--- config.mk ---
export PLATFORM = sky130hd
export DESIGN_NAME = aes_inv_pipe_ctrl_flat
export DESIGN_NICKNAME = d
export VERILOG_FILES = /design/src/rtl/aes_inv_pipe_ctrl_pkg.sv /design/src/rtl/aes_inv_pipe_ctrl_if.sv /design/src/rtl/aes_inv_pipe_ctrl_occ.sv /design/src/rtl/aes_inv_pipe_ctrl.sv /design/src/flat_wrapper.sv
export SDC_FILE = /design/constraint.sdc
export NUM_CORES = 1
export LEC_CHECK = 0
export ABC_AREA = 0
export CAP_MARGIN = 30
export CORE_AREA = 2 2 209 211
export DETAILED_ROUTE_END_ITERATION = 6
export DIE_AREA = 0 0 211 213
export GPL_TIMING_DRIVEN = 0
export SKIP_CTS_REPAIR_TIMING = 1
export SYNTH_ARGS = -nofsm -noshare
export SYNTH_HDL_FRONTEND = slang
export SYNTH_SLANG_ARGS = --single-unit
--- constraint.sdc ---
create_clock -name clk -period 2.2 [get_ports clk]
set_clock_uncertainty 0.15 [all_clocks]
set_input_delay 0.22 -clock clk [delete_from_list [all_inputs] [get_ports clk]]
set_output_delay 0.22 -clock clk [all_outputs]
set_load 0.01 [all_outputs]
--- src/rtl/aes_inv_pipe_ctrl_pkg.sv ---
// Shared types and helpers for the AES inverse-cipher pipeline controller.
//   aes_ctrl_state_e : key-change arbitration states (run / drain / key change)
//   nr_of()          : number of cipher rounds for a given key length in words
package aes_inv_pipe_ctrl_pkg;

  typedef enum logic [1:0] {
    ST_RUN    = 2'd0,
    ST_DRAIN  = 2'd1,
    ST_KEYCHG = 2'd2
  } aes_ctrl_state_e;

  localparam int BLOCK_W = 32'sd128;

  // Rounds for an Nk-word key: 10/12/14 for AES-128/192/256.
  function automatic int nr_of(input int nk);
    return nk + 32'sd6;
  endfunction

endpackage

--- src/rtl/aes_inv_pipe_ctrl_if.sv ---
// Block-level handshake bundle for the inverse-cipher pipeline controller.
//   in_*        : ciphertext offer (valid/ready, block, tag)
//   out_*       : plaintext presentation (valid/ready, block, tag)
//   key_chg_*   : round-key update request/grant with the key expander
// master = traffic source/sink and key expander, slave = the controller.
interface aes_inv_pipe_ctrl_if #(
  parameter int TAG_W = 4
) ();

  logic             in_valid;
  logic             in_ready;
  logic [127:0]     in_ct;
  logic [TAG_W-1:0] in_tag;
  logic             out_valid;
  logic             out_ready;
  logic [127:0]     out_pt;
  logic [TAG_W-1:0] out_tag;
  logic             key_chg_req;
  logic             key_chg_gnt;

  modport master (
    output in_valid, in_ct, in_tag, out_ready, key_chg_req,
    input  in_ready, out_pt, out_tag, out_valid, key_chg_gnt
  );

  modport slave (
    input  in_valid, in_ct, in_tag, out_ready, key_chg_req,
    output in_ready, out_pt, out_tag, out_valid, key_chg_gnt
  );

endinterface

--- src/rtl/aes_inv_pipe_ctrl_occ.sv ---
// Occupancy and tag shift chain for the Nr+1 datapath stages.
// Data moves from stage Nr (input) toward stage 0 (output).
//   clk, rst   : clock, async active-high reset
//   admit      : controller allows new blocks in (RUN, no key request)
//   in_valid   : ciphertext offered; in_tag its tag
//   out_ready  : downstream accepts stage 0
//   in_ready   : input handshake ready
//   dp_en      : per-stage load enables, bit i loads stage i
//   occ        : occupancy vector, bit i = stage i holds a block
//   out_tag    : tag travelling with stage 0
module aes_inv_pipe_ctrl_occ #(
  parameter int Nr    = 10,
  parameter int TAG_W = 4
) (
  input  logic             clk,
  input  logic             rst,
  input  logic             admit,
  input  logic             in_valid,
  input  logic [TAG_W-1:0] in_tag,
  input  logic             out_ready,
  output logic             in_ready,
  output logic [Nr:0]      dp_en,
  output logic [Nr:0]      occ,
  output logic [TAG_W-1:0] out_tag
);

  logic [Nr:0]      occ_r;
  logic [Nr:0]      occ_nxt_s;
  logic [Nr:0]      adv_s;
  logic [Nr:0]      en_s;
  logic             in_ready_s;
  logic             fire_out_s;
  logic [TAG_W-1:0] tag_r [0:Nr];

  // Advance chain, stage enables and next occupancy
  always_comb begin
    adv_s     = {(Nr+1){1'b0}};
    en_s      = {(Nr+1){1'b0}};
    occ_nxt_s = {(Nr+1){1'b0}};
    // A stage can take new data if it is empty or its own block moves on,
    // so bubbles ahead of a held stage still collapse.
    adv_s[0] = ~occ_r[0] | out_ready;
    for (int i = 1; i <= Nr; i++) begin
      adv_s[i] = ~occ_r[i] | adv_s[i-1];
    end
    in_ready_s = admit & adv_s[Nr];
    fire_out_s = occ_r[0] & out_ready;
    en_s[Nr]   = in_valid & in_ready_s;
    for (int i = 0; i < Nr; i++) begin
      en_s[i] = occ_r[i+1] & adv_s[i];
    end
    // A stage empties when the stage below loads its block (or, for
    // stage 0, when the output fires); a same-cycle refill keeps it full.
    occ_nxt_s[0] = en_s[0] | (occ_r[0] & ~fire_out_s);
    for (int i = 1; i <= Nr; i++) begin
      occ_nxt_s[i] = en_s[i] | (occ_r[i] & ~en_s[i-1]);
    end
  end

  // Occupancy and tag registers
  always_ff @(posedge clk or posedge rst) begin
    if (rst) begin
      occ_r <= {(Nr+1){1'b0}};
      for (int i = 0; i <= Nr; i++) begin
        tag_r[i] <= {TAG_W{1'b0}};
      end
    end else begin
      occ_r <= occ_nxt_s;
      if (en_s[Nr]) begin
        tag_r[Nr] <= in_tag;
      end
      for (int i = 0; i < Nr; i++) begin
        if (en_s[i]) begin
          tag_r[i] <= tag_r[i+1];
        end
      end
    end
  end

  assign in_ready = in_ready_s;
  assign dp_en    = en_s;
  assign occ      = occ_r;
  assign out_tag  = tag_r[0];

endmodule

--- src/rtl/aes_inv_pipe_ctrl.sv ---
// Flow controller for the pipelined AES inverse cipher datapath.
// Admits ciphertext blocks, drives the datapath stage enables, carries a tag
// per block and drains the pipeline before granting a round-key update.
//   clk, rst : clock, async active-high reset
//   bus      : handshake bundle (slave side): in_*, out_*, key_chg_*
//   dp_ct    : ciphertext to the datapath (straight from in_ct)
//   dp_pt    : plaintext from the datapath, presented on out_pt
//   dp_en    : per-stage enables to datapath valid[0:Nr]
//   busy     : any stage occupied
module aes_inv_pipe_ctrl
  import aes_inv_pipe_ctrl_pkg::*;
#(
  parameter int Nk    = 4,
  parameter int Nr    = nr_of(Nk),
  parameter int TAG_W = 4
) (
  input  logic                clk,
  input  logic                rst,
  aes_inv_pipe_ctrl_if.slave  bus,
  output logic [127:0]        dp_ct,
  input  logic [127:0]        dp_pt,
  output logic [Nr:0]         dp_en,
  output logic                busy
);

  aes_ctrl_state_e  state_r;
  logic             gnt_r;
  logic             admit_s;
  logic             in_ready_s;
  logic [Nr:0]      occ_s;
  logic [Nr:0]      en_s;
  logic [TAG_W-1:0] out_tag_s;

  // Admission gate: a pending key request wins over a same-cycle offer, and
  // nothing is admitted while reset is held.
  always_comb begin
    admit_s = ~rst & (state_r == ST_RUN) & ~bus.key_chg_req;
  end

  aes_inv_pipe_ctrl_occ #(
    .Nr    (Nr),
    .TAG_W (TAG_W)
  ) u_occ (
    .clk       (clk),
    .rst       (rst),
    .admit     (admit_s),
    .in_valid  (bus.in_valid),
    .in_tag    (bus.in_tag),
    .out_ready (bus.out_ready),
    .in_ready  (in_ready_s),
    .dp_en     (en_s),
    .occ       (occ_s),
    .out_tag   (out_tag_s)
  );

  // Key-change arbitration FSM with registered grant
  always_ff @(posedge clk or posedge rst) begin
    if (rst) begin
      state_r <= ST_RUN;
      gnt_r   <= 1'b0;
    end else begin
      case (state_r)
        ST_RUN: begin
          gnt_r <= 1'b0;
          if (bus.key_chg_req) begin
            state_r <= ST_DRAIN;
          end else begin
            state_r <= ST_RUN;
          end
        end
        ST_DRAIN: begin
          // Always spends at least one cycle here, even if already empty.
          if (!bus.key_chg_req) begin
            state_r <= ST_RUN;
            gnt_r   <= 1'b0;
          end else if (occ_s == {(Nr+1){1'b0}}) begin
            state_r <= ST_KEYCHG;
            gnt_r   <= 1'b1;
          end else begin
            state_r <= ST_DRAIN;
            gnt_r   <= 1'b0;
          end
        end
        ST_KEYCHG: begin
          if (!bus.key_chg_req) begin
            state_r <= ST_RUN;
            gnt_r   <= 1'b0;
          end else begin
            state_r <= ST_KEYCHG;
            gnt_r   <= 1'b1;
          end
        end
        default: begin
          state_r <= ST_RUN;
          gnt_r   <= 1'b0;
        end
      endcase
    end
  end

  assign bus.in_ready    = in_ready_s;
  assign bus.out_valid   = occ_s[0];
  assign bus.out_pt      = dp_pt;
  assign bus.out_tag     = out_tag_s;
  assign bus.key_chg_gnt = gnt_r;
  assign dp_ct           = bus.in_ct;
  assign dp_en           = en_s;
  assign busy            = |occ_s;

endmodule
--- src/flat_wrapper.sv ---
// flat-port wrapper written by rule: the top's interface ports become plain ports
module aes_inv_pipe_ctrl_flat import aes_inv_pipe_ctrl_pkg::*;
#(
  parameter int Nk    = 4,
  parameter int Nr    = nr_of(Nk),
  parameter int TAG_W = 4
)
  (clk, rst, dp_ct, dp_pt, dp_en, busy, bus_in_valid, bus_in_ct, bus_in_tag, bus_out_ready, bus_key_chg_req, bus_in_ready, bus_out_pt, bus_out_tag, bus_out_valid, bus_key_chg_gnt);
  aes_inv_pipe_ctrl_if #(.TAG_W(TAG_W)) bus_i ();
  input  logic clk;
  input  logic rst;
  output logic [127:0] dp_ct;
  input  logic [127:0] dp_pt;
  output logic [Nr:0] dp_en;
  output logic busy;
  input wire logic [$bits(bus_i.in_valid)-1:0] bus_in_valid;
  input wire logic [$bits(bus_i.in_ct)-1:0] bus_in_ct;
  input wire logic [$bits(bus_i.in_tag)-1:0] bus_in_tag;
  input wire logic [$bits(bus_i.out_ready)-1:0] bus_out_ready;
  input wire logic [$bits(bus_i.key_chg_req)-1:0] bus_key_chg_req;
  output wire logic [$bits(bus_i.in_ready)-1:0] bus_in_ready;
  output wire logic [$bits(bus_i.out_pt)-1:0] bus_out_pt;
  output wire logic [$bits(bus_i.out_tag)-1:0] bus_out_tag;
  output wire logic [$bits(bus_i.out_valid)-1:0] bus_out_valid;
  output wire logic [$bits(bus_i.key_chg_gnt)-1:0] bus_key_chg_gnt;
  assign bus_i.in_valid = bus_in_valid;
  assign bus_i.in_ct = bus_in_ct;
  assign bus_i.in_tag = bus_in_tag;
  assign bus_i.out_ready = bus_out_ready;
  assign bus_i.key_chg_req = bus_key_chg_req;
  assign bus_in_ready = bus_i.in_ready;
  assign bus_out_pt = bus_i.out_pt;
  assign bus_out_tag = bus_i.out_tag;
  assign bus_out_valid = bus_i.out_valid;
  assign bus_key_chg_gnt = bus_i.key_chg_gnt;
  aes_inv_pipe_ctrl #(.Nk(Nk), .Nr(Nr), .TAG_W(TAG_W)) u_core (.clk(clk), .rst(rst), .bus(bus_i), .dp_ct(dp_ct), .dp_pt(dp_pt), .dp_en(dp_en), .busy(busy));
endmodule
==> qor.csv <==
metric,value,unit
worst_slew_pin_slew,0.7801,ns
synthAdderAreaFrac,1.128,%
antenna_found_initial,5,
gp_congestion,0.7355,
start_kind,register,
synthXorXnorAreaFrac,0,%
netlist_area,0.004438,mm^2
worst-endpoint-arrival,1.74,ns
vias,3861,
grt_usage,8.575,%
max-slew-margin-rel,47.71,%
ys_seq_area_share,32.70,%
dp_hpwl,20050,um
die_x,211,um
stdcell_area,0.008683,mm^2
h-tree-depth,3,
clkPwrFrac,33.4,%
areaGrowthSynthToFinish,95.66,%
fmax,0.4743,GHz
maxSlewViolCount,0,
cts.sink_count,58,
path_cells,"clkbuf_4, nand4_4, buf_4, o31ai_4, inv_1, dlymetal6s2s_1",
synthTopCellsByArea,"buf_4 44%, dfrtp_1 33%, mux2_2 11%",
cts_buffer_depth,2,
reg2reg_to,u_core.u_occ.tag_r[0],
root_buffer,clkbuf_16,
numCtsBuffers,9,
vias_per_cell,2.938,
crit_required,1.83,ns
synth_top_family_by_area,buffers and inverters,
p_int,0.003581,W
synth-compound-area-share,4.624,%
synthesis.nets,705,
yosys_warnings,0,
numPortBuffers,283,
slowest_stage,dfrtp_1,
firstDrtPassIters,4,
nets,1030,
synthMuxAreaShare,11.16,%
peakVddDrop,0.5591,mV
hold_class,input port to asynchronous set/reset pin,
path_delay_family,buffers and inverters,
cap_violations,0,
power.switching,0.001304,W
p_per_area,562.6,mW/mm^2
routedWlPerCell,16.84,um
finalHoldViolations,0,
r2r_cells,7,
min_period,2.108,ns
wirelength,22130,um
path_max_fanout,8,
grt_pass1_wl,26900,um
die_h,213,um
coreArea,0.04270,mm^2
ff2ff_setup_slack,0.18,ns
crit_buf_inv,4,
initial_core_util,10.39,%
final_common_cell,buf_4,
drcViolationCount,0,
synth_area_leader_cell,buf_4,
rsz0062_at_grt,yes,
fin_crit_sh,95.83,%
combinationalPowerShare,35.6,%
fill_cells,4622,
clk_pin_slew_worst_paths,0.05,ns
grt_pass1_vias,3681,
status,finished clean,
grt.overflow.total,0,
grt_max_degree,33,
path_class,register to primary output,
leakagePower,4.234,nW
netlist_instances,436,
swShare,26.70,%
first_iter_violations,69,
total_power,0.004886,W
synth_simple_gate_area_share,4.285,%
ys_seq_elements,58,
cts_tree,yes,
cp.depth,6,
drive_gt1_share,49.74,%
clk_latency,0.33,ns
die_area,0.04494,mm^2
setup_viol,0,
boundaryPins,540,
worstSetupEndpointType,primary output,
antenna_left,0,
syn_avg_cell_area,10.18,um^2
rr_startpoint,u_core.state_r[0],
ys_types,31,
rows,76,
pwr-share-seq,31.1,%
final_cell_mix,"289 x buf_4, 270 x clkdlybuf4s50_1, 53 x dfrtp_1, 44 x mux2_2, 17 x inv_1",
placed_area,0.007978,mm^2
cpPeakStageDelay,0.32,ns
synth_top_area_share,43.98,%
[layer usage]
metal	GRT usage [%]	vias up	wire length, um
met3	3.383	14	2053
met1	8.730	1833	7394
met4	1.263	0	101
met2	16.67	209	12580
met5	0	-	0
li1	-	1805	-
[worst reg2reg max path: cells and delay by family (launching register included)]
| kind | cells | cell delay, ns |
|---|---|---|
| DFF | 1 | 0.40 |
| buffers and inverters | 3 | 0.36 |
| adders and majority gates | 1 | 0.22 |
| and+or+nand+nor | 1 | 0.16 |
| AOI/OAI and AO/OA | 1 | 0.29 |
| muxes | 1 | 0.32 |
[Yosys cell counts (all sizes together)]
master	number
a21o	3
dfrtp	58
and3b	1
nor2b	1
nand2b	2
a31o	2
a41oi	1
nand4	2
inv	18
mux2	44
clkbuf	2
a41o	2
and4b	1
nand3	3
o21ai	8
and3	1
nor4	2
ha	4
buf	262
and4	2
nor2	1
nor3	1
nand4bb	1
nand2	9
nand3b	1
o31ai	4
[registers in the layout, summed over array words and instances, names as in the netlist]
signal / flops
u_core.u_occ.occ: 11
u_core.u_occ.out_tag: 4
u_core.state_r: 2
u_core.bus.key_chg_gnt: 1
u_core.u_occ.tag_r: 40
[worst max path at each step]
stage	to	from	slack [ns]
global placement	bus_in_ready	rst	-1.21
floorplan	bus_in_ready	rst	0.28
detailed placement	bus_in_ready	rst	-0.50
CTS	dp_en[10]	u_core.state_r[0]	-0.54
finish	dp_en[6]	u_core.u_occ.occ[2]	0.09
global route	dp_en[6]	u_core.u_occ.occ[2]	-0.02
[cells by family after synthesis]
| logic type | count (synthesis) |
|---|---|
| adder cells (fa/ha/maj) | 4 |
| buffers and inverters | 282 |
| AO/OA/AOI/OAI | 20 |
| flip-flops | 58 |
| AND/OR/NAND/NOR | 28 |
| multiplexers | 44 |
[metrics by stage]
step / hold WS (ns) / worst slack [ns] / setup TNS, ns / util [%] / std cells
detailed placement: 0.3370 / -0.4984 / -2.251 / 18.68 / 1266
finish: 0.2856 / 0.09171 / 0 / 20.34 / 1314
global route: 0.3254 / -0.01865 / -0.03312 / 20.34 / 1314
floorplan: 0.1660 / 0.2836 / 0 / - / 436
CTS: 0.2294 / -0.5442 / -3.556 / 19.51 / 1282
global placement: 0.3362 / -1.215 / -3.223 / 18.64 / 1265
[layout make-up]
type                    count  area (um^2)  area share (%)
flip-flops and latches     58         1458           16.79
repair buffers            313         3103           35.73
clock inverters             7        125.1           1.441
multi-input cells          96         1025           11.80
clock buffers               9        225.2           2.594
well taps                 546        683.2           7.867
repair inverters            1        5.005         0.05764
diodes                      2        5.005         0.05764
plain buffers             264         1983           22.84
inverters                  18        71.32          0.8213
[power by group through the flow]
stage / combinational, W / clock [W] / sequential (W)
after detailed placement: 0.00168 / 0 / 0.00153
final: 0.00174 / 0.00163 / 0.00152
after global routing: 0.00187 / 0.00171 / 0.00156
after CTS: 0.00168 / 0.00167 / 0.00151
after floorplan: 0.000930 / 0 / 0.00148
after global placement: 0.00165 / 0 / 0.00152
Note: power is estimated with default switching activity, not from simulation.
